### src/rtl/isa_pkg.sv
// Instruction-set constants shared by the instruction memory, fetch and execute stages.
package isa_pkg;

    localparam int OPC_W   = 5;
    localparam int ADDR_W  = 12;
    localparam int INSTR_W = OPC_W + ADDR_W;

    typedef enum logic [OPC_W-1:0] {
        OP_LDAC   = 5'd3,
        OP_LDIAC  = 5'd5,
        OP_STAC   = 5'd8,
        OP_MVAC   = 5'd9,
        OP_MVACAR = 5'd10,
        OP_MVACR1 = 5'd11,
        OP_MVACR2 = 5'd12,
        OP_MVACR3 = 5'd13,
        OP_MVACR4 = 5'd14,
        OP_MVR1AC = 5'd15,
        OP_MVR2AC = 5'd16,
        OP_MVR3AC = 5'd17,
        OP_MVR4AC = 5'd18,
        OP_ADD    = 5'd19,
        OP_MULT   = 5'd20,
        OP_LSHIFT = 5'd21,
        OP_SUB    = 5'd22,
        OP_INAC   = 5'd23,
        OP_JPNZ   = 5'd24,
        OP_JMPZ   = 5'd26,
        OP_NOP    = 5'd28,
        OP_ENDOP  = 5'd31
    } opcode_e;

    typedef enum logic [2:0] {
        ST_IDLE,
        ST_FETCH,
        ST_LATCH,
        ST_ISSUE,
        ST_HALT
    } fetch_state_e;

endpackage

### src/rtl/fetch_unit_if.sv
// Memory-read and instruction-issue signals between fetch, instruction memory and execute.
interface fetch_unit_if
    import isa_pkg::*;
#(
    parameter int ADDR_W  = isa_pkg::ADDR_W,
    parameter int INSTR_W = isa_pkg::INSTR_W
);
    logic [ADDR_W-1:0]  pc_addr;
    logic [INSTR_W-1:0] instr_in;
    logic               ir_valid;
    logic [OPC_W-1:0]   ir_opcode;
    logic [ADDR_W-1:0]  ir_operand;
    logic               ir_ready;
    logic               z_flag;

    modport master (
        output pc_addr, ir_valid, ir_opcode, ir_operand,
        input  instr_in, ir_ready, z_flag
    );

    modport slave (
        input  pc_addr, ir_valid, ir_opcode, ir_operand,
        output instr_in, ir_ready, z_flag
    );
endinterface

### src/rtl/fetch_unit.sv
// Fetch stage: owns the PC, absorbs the one-cycle memory latency and issues one
// instruction at a time to execute, resolving jpnz/jmpz and halting on endop.
module fetch_unit
    import isa_pkg::*;
#(
    parameter int              ADDR_W   = 12,
    parameter int              INSTR_W  = 17,
    parameter logic [ADDR_W-1:0] START_PC = '0,
    parameter int              CNT_W    = 16
) (
    input  logic             clk,
    input  logic             rst,
    input  logic             start,
    fetch_unit_if.master     bus,
    output logic             busy,
    output logic             halted,
    output logic [CNT_W-1:0] retired
);

    fetch_state_e       state_reg, state_next;
    logic [ADDR_W-1:0]  pc_reg, pc_next;
    logic [INSTR_W-1:0] ir_reg, ir_next;
    logic [CNT_W-1:0]   retired_reg, retired_next;

    logic [OPC_W-1:0]   ir_opc;
    logic [ADDR_W-1:0]  ir_opd;
    logic               xfer;

    assign ir_opc = ir_reg[INSTR_W-1:ADDR_W];
    assign ir_opd = ir_reg[ADDR_W-1:0];
    assign xfer   = (state_reg == ST_ISSUE) && bus.ir_ready;

    always_ff @(posedge clk or posedge rst) begin
        if (rst) begin
            state_reg   <= ST_IDLE;
            pc_reg      <= START_PC;
            ir_reg      <= '0;
            retired_reg <= '0;
        end else begin
            state_reg   <= state_next;
            pc_reg      <= pc_next;
            ir_reg      <= ir_next;
            retired_reg <= retired_next;
        end
    end

    always_comb begin
        state_next   = state_reg;
        pc_next      = pc_reg;
        ir_next      = ir_reg;
        retired_next = retired_reg;

        case (state_reg)
            ST_IDLE, ST_HALT: begin
                if (start) begin
                    pc_next      = START_PC;
                    retired_next = '0;
                    state_next   = ST_FETCH;
                end
            end
            ST_FETCH: state_next = ST_LATCH;
            ST_LATCH: begin
                // Memory data for the address presented during FETCH is valid now.
                ir_next    = bus.instr_in;
                state_next = ST_ISSUE;
            end
            ST_ISSUE: begin
                if (xfer) begin
                    if (retired_reg != '1)
                        retired_next = retired_reg + CNT_W'(1);
                    state_next = ST_FETCH;
                    pc_next    = pc_reg + ADDR_W'(1);
                    case (ir_opc)
                        OP_ENDOP: begin
                            pc_next    = pc_reg;
                            state_next = ST_HALT;
                        end
                        OP_JPNZ: if (!bus.z_flag) pc_next = ir_opd;
                        OP_JMPZ: if (bus.z_flag)  pc_next = ir_opd;
                        default: ;
                    endcase
                end
            end
            default: state_next = ST_IDLE;
        endcase
    end

    // Outputs decode straight from registers; no input reaches an output combinationally.
    assign bus.pc_addr    = pc_reg;
    assign bus.ir_valid   = (state_reg == ST_ISSUE);
    assign bus.ir_opcode  = ir_opc;
    assign bus.ir_operand = ir_opd;
    assign busy           = (state_reg == ST_FETCH) || (state_reg == ST_LATCH) ||
                            (state_reg == ST_ISSUE);
    assign halted         = (state_reg == ST_HALT);
    assign retired        = retired_reg;

endmodule

### src/flat_wrapper.sv
// flat-port wrapper written by rule: the top's interface ports become plain ports
module fetch_unit_flat import isa_pkg::*;
#(
    parameter int              ADDR_W   = 12,
    parameter int              INSTR_W  = 17,
    parameter logic [ADDR_W-1:0] START_PC = '0,
    parameter int              CNT_W    = 16
)
  (clk, rst, start, busy, halted, retired, bus_pc_addr, bus_ir_valid, bus_ir_opcode, bus_ir_operand, bus_instr_in, bus_ir_ready, bus_z_flag);
  fetch_unit_if #(.ADDR_W(ADDR_W), .INSTR_W(INSTR_W)) bus_i ();
  input  logic clk;
  input  logic rst;
  input  logic start;
  output logic busy;
  output logic halted;
  output logic [CNT_W-1:0] retired;
  output wire logic [$bits(bus_i.pc_addr)-1:0] bus_pc_addr;
  output wire logic [$bits(bus_i.ir_valid)-1:0] bus_ir_valid;
  output wire logic [$bits(bus_i.ir_opcode)-1:0] bus_ir_opcode;
  output wire logic [$bits(bus_i.ir_operand)-1:0] bus_ir_operand;
  input wire logic [$bits(bus_i.instr_in)-1:0] bus_instr_in;
  input wire logic [$bits(bus_i.ir_ready)-1:0] bus_ir_ready;
  input wire logic [$bits(bus_i.z_flag)-1:0] bus_z_flag;
  assign bus_pc_addr = bus_i.pc_addr;
  assign bus_ir_valid = bus_i.ir_valid;
  assign bus_ir_opcode = bus_i.ir_opcode;
  assign bus_ir_operand = bus_i.ir_operand;
  assign bus_i.instr_in = bus_instr_in;
  assign bus_i.ir_ready = bus_ir_ready;
  assign bus_i.z_flag = bus_z_flag;
  fetch_unit #(.ADDR_W(ADDR_W), .INSTR_W(INSTR_W), .START_PC(START_PC), .CNT_W(CNT_W)) u_core (.clk(clk), .rst(rst), .start(start), .bus(bus_i), .busy(busy), .halted(halted), .retired(retired));
endmodule
### config.mk
export PLATFORM = sky130hd
export DESIGN_NAME = fetch_unit_flat
export DESIGN_NICKNAME = d
export VERILOG_FILES = /design/src/rtl/isa_pkg.sv /design/src/rtl/fetch_unit_if.sv /design/src/rtl/fetch_unit.sv /design/src/flat_wrapper.sv
export SDC_FILE = /design/constraint.sdc
export NUM_CORES = 1
export LEC_CHECK = 0
export ABC_AREA = 1
export CORE_MARGIN = 4
export CORE_UTILIZATION = 50
export DETAILED_ROUTE_END_ITERATION = 8
export GPL_ROUTABILITY_DRIVEN = 0
export PLACE_DENSITY_LB_ADDON = 0.25
export SYNTH_ARGS = -nofsm -noshare
export SYNTH_HDL_FRONTEND = slang
export SYNTH_SLANG_ARGS = --single-unit
export TNS_END_PERCENT = 50
### constraint.sdc
create_clock -name clk -period 1.7 [get_ports clk]
set_input_delay 0.425 -clock clk [delete_from_list [all_inputs] [get_ports clk]]
set_output_delay 0.425 -clock clk [all_outputs]
set_load 0.05 [all_outputs]
==> metrics.txt, run 1 <==
peak ir drop on the vdd network=1120 uV; H-Tree Level Count=2; slew at the pin closest to its max-slew limit=roughly 310 ps; basic-gate share of the synthesized area counting and, or, nand and nor cells=0.338; wire length per cell=between 10 and 15 um; Pwr Density=1750 nW/um^2; cell internal pwr=3900 uW; Final Core Density=0.784; number of inserted diodes=0; post-synthesis share of cell area spent on xor and xnor gates=0.0343; required time worst endpoint=about 1300 ps; minimum clock period=1700 ps; Net Switching=between 3000 and 4000 uW; clock transition at the register clock pins on the worst setup and hold paths after CTS=roughly 90 ps; Crit Path Class=reg -> out; signal arrival time at the worst endpoint=around 1300 ps; period utilization=1.00; setup ws final=-3.29 ps; cell area after synthesis=around 2800 um^2; number of remaining DRC errors=0; result of the run=finished with violations; violations in the final reports=setup timing; hold slack=between 400 and 500 ps; number of buffers between clock root and the deepest sink=2; share of synthesized area occupied by flip-flops and latches=0.427; switching share of power=0.480; initial antenna violation count=0; adder-cell share of the synthesized area=0.00890; final global-route overflow total=0; vias in the first global route=approximately 2.8k; cells after synthesis=365; post-synthesis net count=389; max-slew violations=0; GRT Resource Usage Total=0.220; Worst Reg2Reg Path Length in Cells=10; number of top-level pins=70; max-cap violation count=0; nets@finish=approximately 500; area inside the core boundary=~5500 um^2; post-detail-place hpwl=about 5.6 mm; syn_area_per_cell=7.70 um^2; number of buffers inserted during clock tree synthesis=5; multiplexer fraction of the synthesized cell area=0.0521; worst skew pair latency=a little over 300 ps; flip-flop count of the largest register after layout=17; Die X-Extent=roughly 83 um; post-route ant nets=0; Final Hold Fails=0; area of the die=6890 um^2; Flop pwr share=0.258; worst rel slew slack=0.790; part of the power in combinational logic=0.652; register-to-register setup slack=roughly 80 ps; initial core utilization=0.514; endpoints failing setup=1; Worst Path Max Fanout=3; Final Routed Wirelength=around 7.4 mm; type of element capturing the critical path=primary output; via density per instance=just over 5; clock share of power=0.090; pin count of the biggest net entering global routing=49; wire length of the first global-routing pass=about 13 mm; CTS sink count=48; Static Leak=0.00199 uW; first drt pass iteration count=4; worst hold-check path type=in -> async; register bit count reported by yosys=48; setup repair after global routing missed its margin=yes; Final Skew=between 2 and 2.5 ps; largest family of logic cells by synthesized area=simple AND/OR/NAND/NOR gates; synth-to-layout area growth=52.6%; share of the synthesized area in compound gates (AO/OA/AOI/OAI)=0.0770; share of final-layout standard cells stronger than drive strength 1=0.291; root cell of the clock tree=sky130_fd_sc_hd__clkbuf_8; highest achievable clock rate=roughly 0.59 GHz; Die Span Y=between 80 and 90 um; Port Buffer Count=just under 70; DR iter-0 viols=between 100 and 150; Worst Setup Start Kind=flop; CTS tree=done; overall via count from detail_route=2742; placement row count=27; number of distinct library cell variants in the gate-level netlist after synthesis=28; number of warnings reported in the yosys synthesis log=0
==> critical path, cell delays in order (launching register included) <==
cell	delay, ps
sky130_fd_sc_hd__dfrtp_1	420
sky130_fd_sc_hd__nor2_2	190
sky130_fd_sc_hd__inv_2	90
sky130_fd_sc_hd__nor2_4	130
sky130_fd_sc_hd__buf_12	140
==> final timing paths <==
check / start / end
min reg2reg: u_core.ir_reg[3] / u_core.ir_reg[3]
max in group asynchronous: rst / u_core.retired[1]
max reg2reg: u_core.state_reg[1] / u_core.bus.pc_addr[11]
min in group clk: u_core.ir_reg[3] / u_core.ir_reg[3]
max: u_core.state_reg[1] / halted
min: rst / u_core.bus.pc_addr[2]
==> kinds of logic after synthesis <==
family	after synthesis
flip-flops	48
AO/OA/AOI/OAI	33
multiplexers	13
buffers and inverters	38
adder cells (fa/ha/maj)	2
AND/OR/NAND/NOR	220
XOR/XNOR	11
==> stage by stage <==
| step | setup WS [ps] | total power (uW) | instance area, um^2 | setup TNS (ps) | cells |
|---|---|---|---|---|---|
| floorplan | -7.39 | 4620 | 2810 | -7.39 | 365 |
| global placement | -71.4 | 6600 | 4170 | -1240 | 526 |
| detailed placement | -142 | 6740 | 4170 | -2790 | 526 |
| CTS | -1.60 | 7430 | 4260 | -1.60 | 533 |
| global route | -58.1 | 7890 | 4290 | -142 | 536 |
| finish | -3.29 | 7490 | 4290 | -3.29 | 536 |
==> final cells by class <==
class	count	area, um^2
clock buffers	6	72.6
clock inverters	1	5.00
fillers	362	1180
inverters	30	113
multi-input cells	279	1450
flip-flops and latches	48	1200
well taps	72	90.1
repair buffers	100	1360
==> routing by layer <==
| layer | share of wire | wire (um) | vias to the layer above | global-route usage |
|---|---|---|---|---|
| met5 | 0 | 0 | - | 0 |
| met4 | 0.014 | 102 | 0 | 0.0743 |
| met3 | 0.043 | 320 | 8 | 0.0466 |
| met2 | 0.53 | 3930 | 65 | 0.391 |
| met1 | 0.41 | 3030 | 1307 | 0.262 |
| li1 | - | - | 1362 | - |
==> Yosys cell counts, drive strengths merged <==
master  instances  area [um^2]
a21oi           7         38.8
and2            1         6.26
buf             7         60.1
clkbuf          1         3.75
dfrtp          48         1200
ha              2         25.0
inv            30          113
mux2           13          146
nand2         136          546
nand3          22          110
nand4          14         93.8
nor2           45          181
o21ai          22          148
o21bai          4         30.0
or2             2         12.5
xnor2           3         26.3
xor2            8         70.1
==> power by group through the flow <==
stage | Combinational (uW) | Sequential [uW] | Clock, uW
after floorplan | 1640 | 2990 | 0
after global placement | 4680 | 1920 | 0
after detailed placement | 4790 | 1950 | 0
after CTS | 4830 | 1930 | 671
after global routing | 5180 | 1990 | 729
final | 4890 | 1940 | 672
==> placed cells by master (no fill, tap or decap), types with 2 or more instances in the layout <==
cell type / netlist / layout
sky130_fd_sc_hd__nand4_1: 13 / 13
sky130_fd_sc_hd__nand2_2: 11 / 13
sky130_fd_sc_hd__ha_1: 2 / 2
sky130_fd_sc_hd__xnor2_1: 3 / 3
sky130_fd_sc_hd__nor2_4: 1 / 2
sky130_fd_sc_hd__clkbuf_8: 0 / 5
sky130_fd_sc_hd__buf_12: 0 / 44
sky130_fd_sc_hd__clkdlybuf4s50_1: 0 / 21
sky130_fd_sc_hd__o21ai_0: 12 / 12
sky130_fd_sc_hd__nand2_1: 124 / 122
sky130_fd_sc_hd__dfrtp_2: 0 / 2
sky130_fd_sc_hd__inv_1: 29 / 27
sky130_fd_sc_hd__a21oi_1: 6 / 6
sky130_fd_sc_hd__dfrtp_1: 48 / 46
sky130_fd_sc_hd__inv_2: 1 / 3
sky130_fd_sc_hd__nor2_1: 42 / 40
sky130_fd_sc_hd__xor2_1: 8 / 8
sky130_fd_sc_hd__nor2_2: 2 / 3
sky130_fd_sc_hd__o21bai_1: 4 / 4
sky130_fd_sc_hd__o21ai_2: 10 / 10
sky130_fd_sc_hd__nand3_1: 22 / 22
sky130_fd_sc_hd__buf_4: 2 / 34
sky130_fd_sc_hd__mux2_2: 13 / 13
==> repair_timing <==
| action | CTS | global route |
|---|---|---|
| setup buffers | 0 | 3 |
| cloned | 0 | 0 |
| endpoints found under the setup margin | 2 | 5 |
| hold buffers | 0 | 0 |
| gates resized for setup | 3 | 4 |
| pin swaps | 0 | 3 |
(Power assumes the default switching activity.)
==> run 2, diff against run 1 <==
- REMOVE_ABC_BUFFERS: not set -> 1
- SLEW_MARGIN: not set -> 15
==> run 2 against run 1 <==
The run now ends clean. Power rose by 0.45%. Global-route usage rose by 0.44 points. Die area did not move. Cell count rose by 0.75%. Largest cell class unchanged.
==> metrics.txt, run 2 (synthesis results as in run 1) <==
source of the critical timing path=u_core.state_reg[0]; GRT Resource Usage Total=0.224 (+0.00443); pin count of the biggest net entering global routing=49 (unchanged); first drt pass iteration count=6 (+2); number of top-level pins=70 (unchanged); via density per instance=5.24 (+2.4%); setup repair after global routing missed its margin=yes; setup ws final=2.36 ps (+5.65 ps); register-to-register setup slack=130 ps (+50 ps); wire length per cell=13.5 um (-1.8%); Setup Total Neg Slack=0 ps (+3.29 ps); share of final-layout standard cells stronger than drive strength 1=0.293 (+0.00179); commonest cells after routing, fill and taps aside=124 x sky130_fd_sc_hd__nand2_1, 48 x sky130_fd_sc_hd__dfrtp_1, 41 x sky130_fd_sc_hd__buf_12; Final Skew=8.41 ps (+6.08 ps); Final Core Density=0.787 (+0.00274); worst r2r src=u_core.state_reg[0]; commonest non-fill, non-tap cell in the layout=sky130_fd_sc_hd__nand2_1; flip-flop count of the largest register after layout=17 (unchanged); Die Span Y=83.0 um (unchanged); CTS tree=done; Port Buffer Count=69 (unchanged); hold slack=479 ps (+8.25 ps); post-detail-place hpwl=5.54 mm (-0.63%); period utilization=0.999 (-0.00332); max-slew violations=0 (unchanged); area of the die=6890 um^2 (unchanged); final global-route overflow total=0 (unchanged); Reg-to-Reg End=u_core.retired[4]; max-cap violation count=0 (unchanged); CTS sink count=48 (unchanged); number of buffers between clock root and the deepest sink=2 (unchanged); Worst Path Max Fanout=3 (unchanged); Worst Reg2Reg Path Length in Cells=9 (-1); combined area of the multi-input logic cells=1440 um^2 (-0.35%); area inside the core boundary=5470 um^2 (unchanged); Final Routed Wirelength=7.31 mm (-1.0%); placement row count=27 (unchanged); overall via count from detail_route=2828 (+3.1%); number of inserted diodes=0 (unchanged); Crit Path Class=reg -> out; initial antenna violation count=0 (unchanged); signal arrival time at the worst endpoint=1270 ps (about the same); synth-to-layout area growth=53.1%; DR iter-0 viols=195 (+81%); worst hold-check path type=in -> async; required time worst endpoint=1270 ps (about the same); number of buffers inserted during clock tree synthesis=5 (unchanged); endpoints failing setup=0 (-1); worst rel slew slack=0.794 (+0.00340); clock transition at the register clock pins on the worst setup and hold paths after CTS=100 ps (about the same); nets@finish=491 (+0.61%); root cell of the clock tree=sky130_fd_sc_hd__clkbuf_8; highest achievable clock rate=0.589 GHz (+0.33%); H-Tree Level Count=2 (unchanged); filler cell count=362 (unchanged); worst skew pair latency=300 ps (about the same); post-route ant nets=0 (unchanged); Pwr Density=1750 nW/um^2 (about the same); Die X-Extent=83.0 um (unchanged); number of remaining DRC errors=0 (unchanged); Worst Setup Start Kind=flop; Final Hold Fails=0 (unchanged); vias in the first global route=2826 (+0.75%); flip-flop and latch area=1200 um^2 (-0.21%); Static Leak=0.00201 uW (+0.84%); minimum clock period=1700 ps (-5.65 ps); wire length of the first global-routing pass=13.1 mm (+2.9%); type of element capturing the critical path=primary output; slew at the pin closest to its max-slew limit=308 ps (-5.09 ps); initial core utilization=0.514 (unchanged); peak ir drop on the vdd network=1190 uV (+6.6%); pre-CTS setup slack=-202 ps (-60.5 ps); result of the run=completed
run 2: changes by cell type in the layout (fill, tap and decap cells not counted), moves of 2 or more:
cell,delta
sky130_fd_sc_hd__nand2_1,+2
sky130_fd_sc_hd__dfrtp_1,+2
sky130_fd_sc_hd__nor2_2,+3
sky130_fd_sc_hd__dfrtp_2,-2
sky130_fd_sc_hd__buf_12,-3
sky130_fd_sc_hd__nor2_1,-2
sky130_fd_sc_hd__nand2_2,-2
sky130_fd_sc_hd__buf_4,+6
run 2: metrics by stage:
step | instance area [um^2] | instances | power [uW]
5_1_grt | 4310 | 540 | 7950
3_3_place_gp | 4170 | 531 | 6550
6_report | 4310 | 540 | 7530
2_1_floorplan | 2750 | 357 | 4430
4_1_cts | 4290 | 539 | 7500
3_5_place_dp | 4170 | 531 | 6660
run 2: how the worst max path moves through the flow:
stage	to	slack [ps]	cells past startpoint
detailed placement	u_core.retired[15]	-200	8
floorplan	u_core.retired[4]	-360	8
global route	halted	-50	4
global placement	u_core.retired[9]	-110	9
finish	halted	2	4
CTS	halted	-50	4
run 2: what timing repair did:
action / in CTS / in global routing
setup endpoints to repair: 2 / 5
gates resized for setup: 2 / 4
endpoints found under the hold margin: 0 / 0
buffers inserted: 0 / 1
hold buffers: 0 / 0
run 2: layout make-up:
| type | instances | area share |
|---|---|---|
| multi-input cells | 279 | 0.335 |
| inverters | 30 | 0.0262 |
| clock buffers | 5 | 0.0160 |
| repair buffers | 103 | 0.313 |
| clock inverters | 3 | 0.00988 |
| flip-flops and latches | 48 | 0.279 |
| well taps | 72 | 0.0209 |
run 2: worst max-delay path, cell delays in order (launching register included):
cell and delay [ps]:
sky130_fd_sc_hd__dfrtp_1 410, sky130_fd_sc_hd__nor2_2 160, sky130_fd_sc_hd__inv_1 110, sky130_fd_sc_hd__nor2_2 140, sky130_fd_sc_hd__buf_12 150
run 2: layer usage:
metal	vias up	part of all wire	wire, um	GRT usage
li1	1376	-	-	-
met1	1332	0.40	2910	0.275
met2	104	0.52	3820	0.399
met3	16	0.063	457	0.0427
met4	0	0.017	125	0.0669
met5	-	0	0	0
run 2: where the power goes:
| group | switching, uW | leakage [uW] | internal (uW) |
|---|---|---|---|
| Clock | 399 | 0.0000541 | 436 |
| Combinational | 2720 | 0.00134 | 2030 |
| Sequential | 437 | 0.000617 | 1510 |
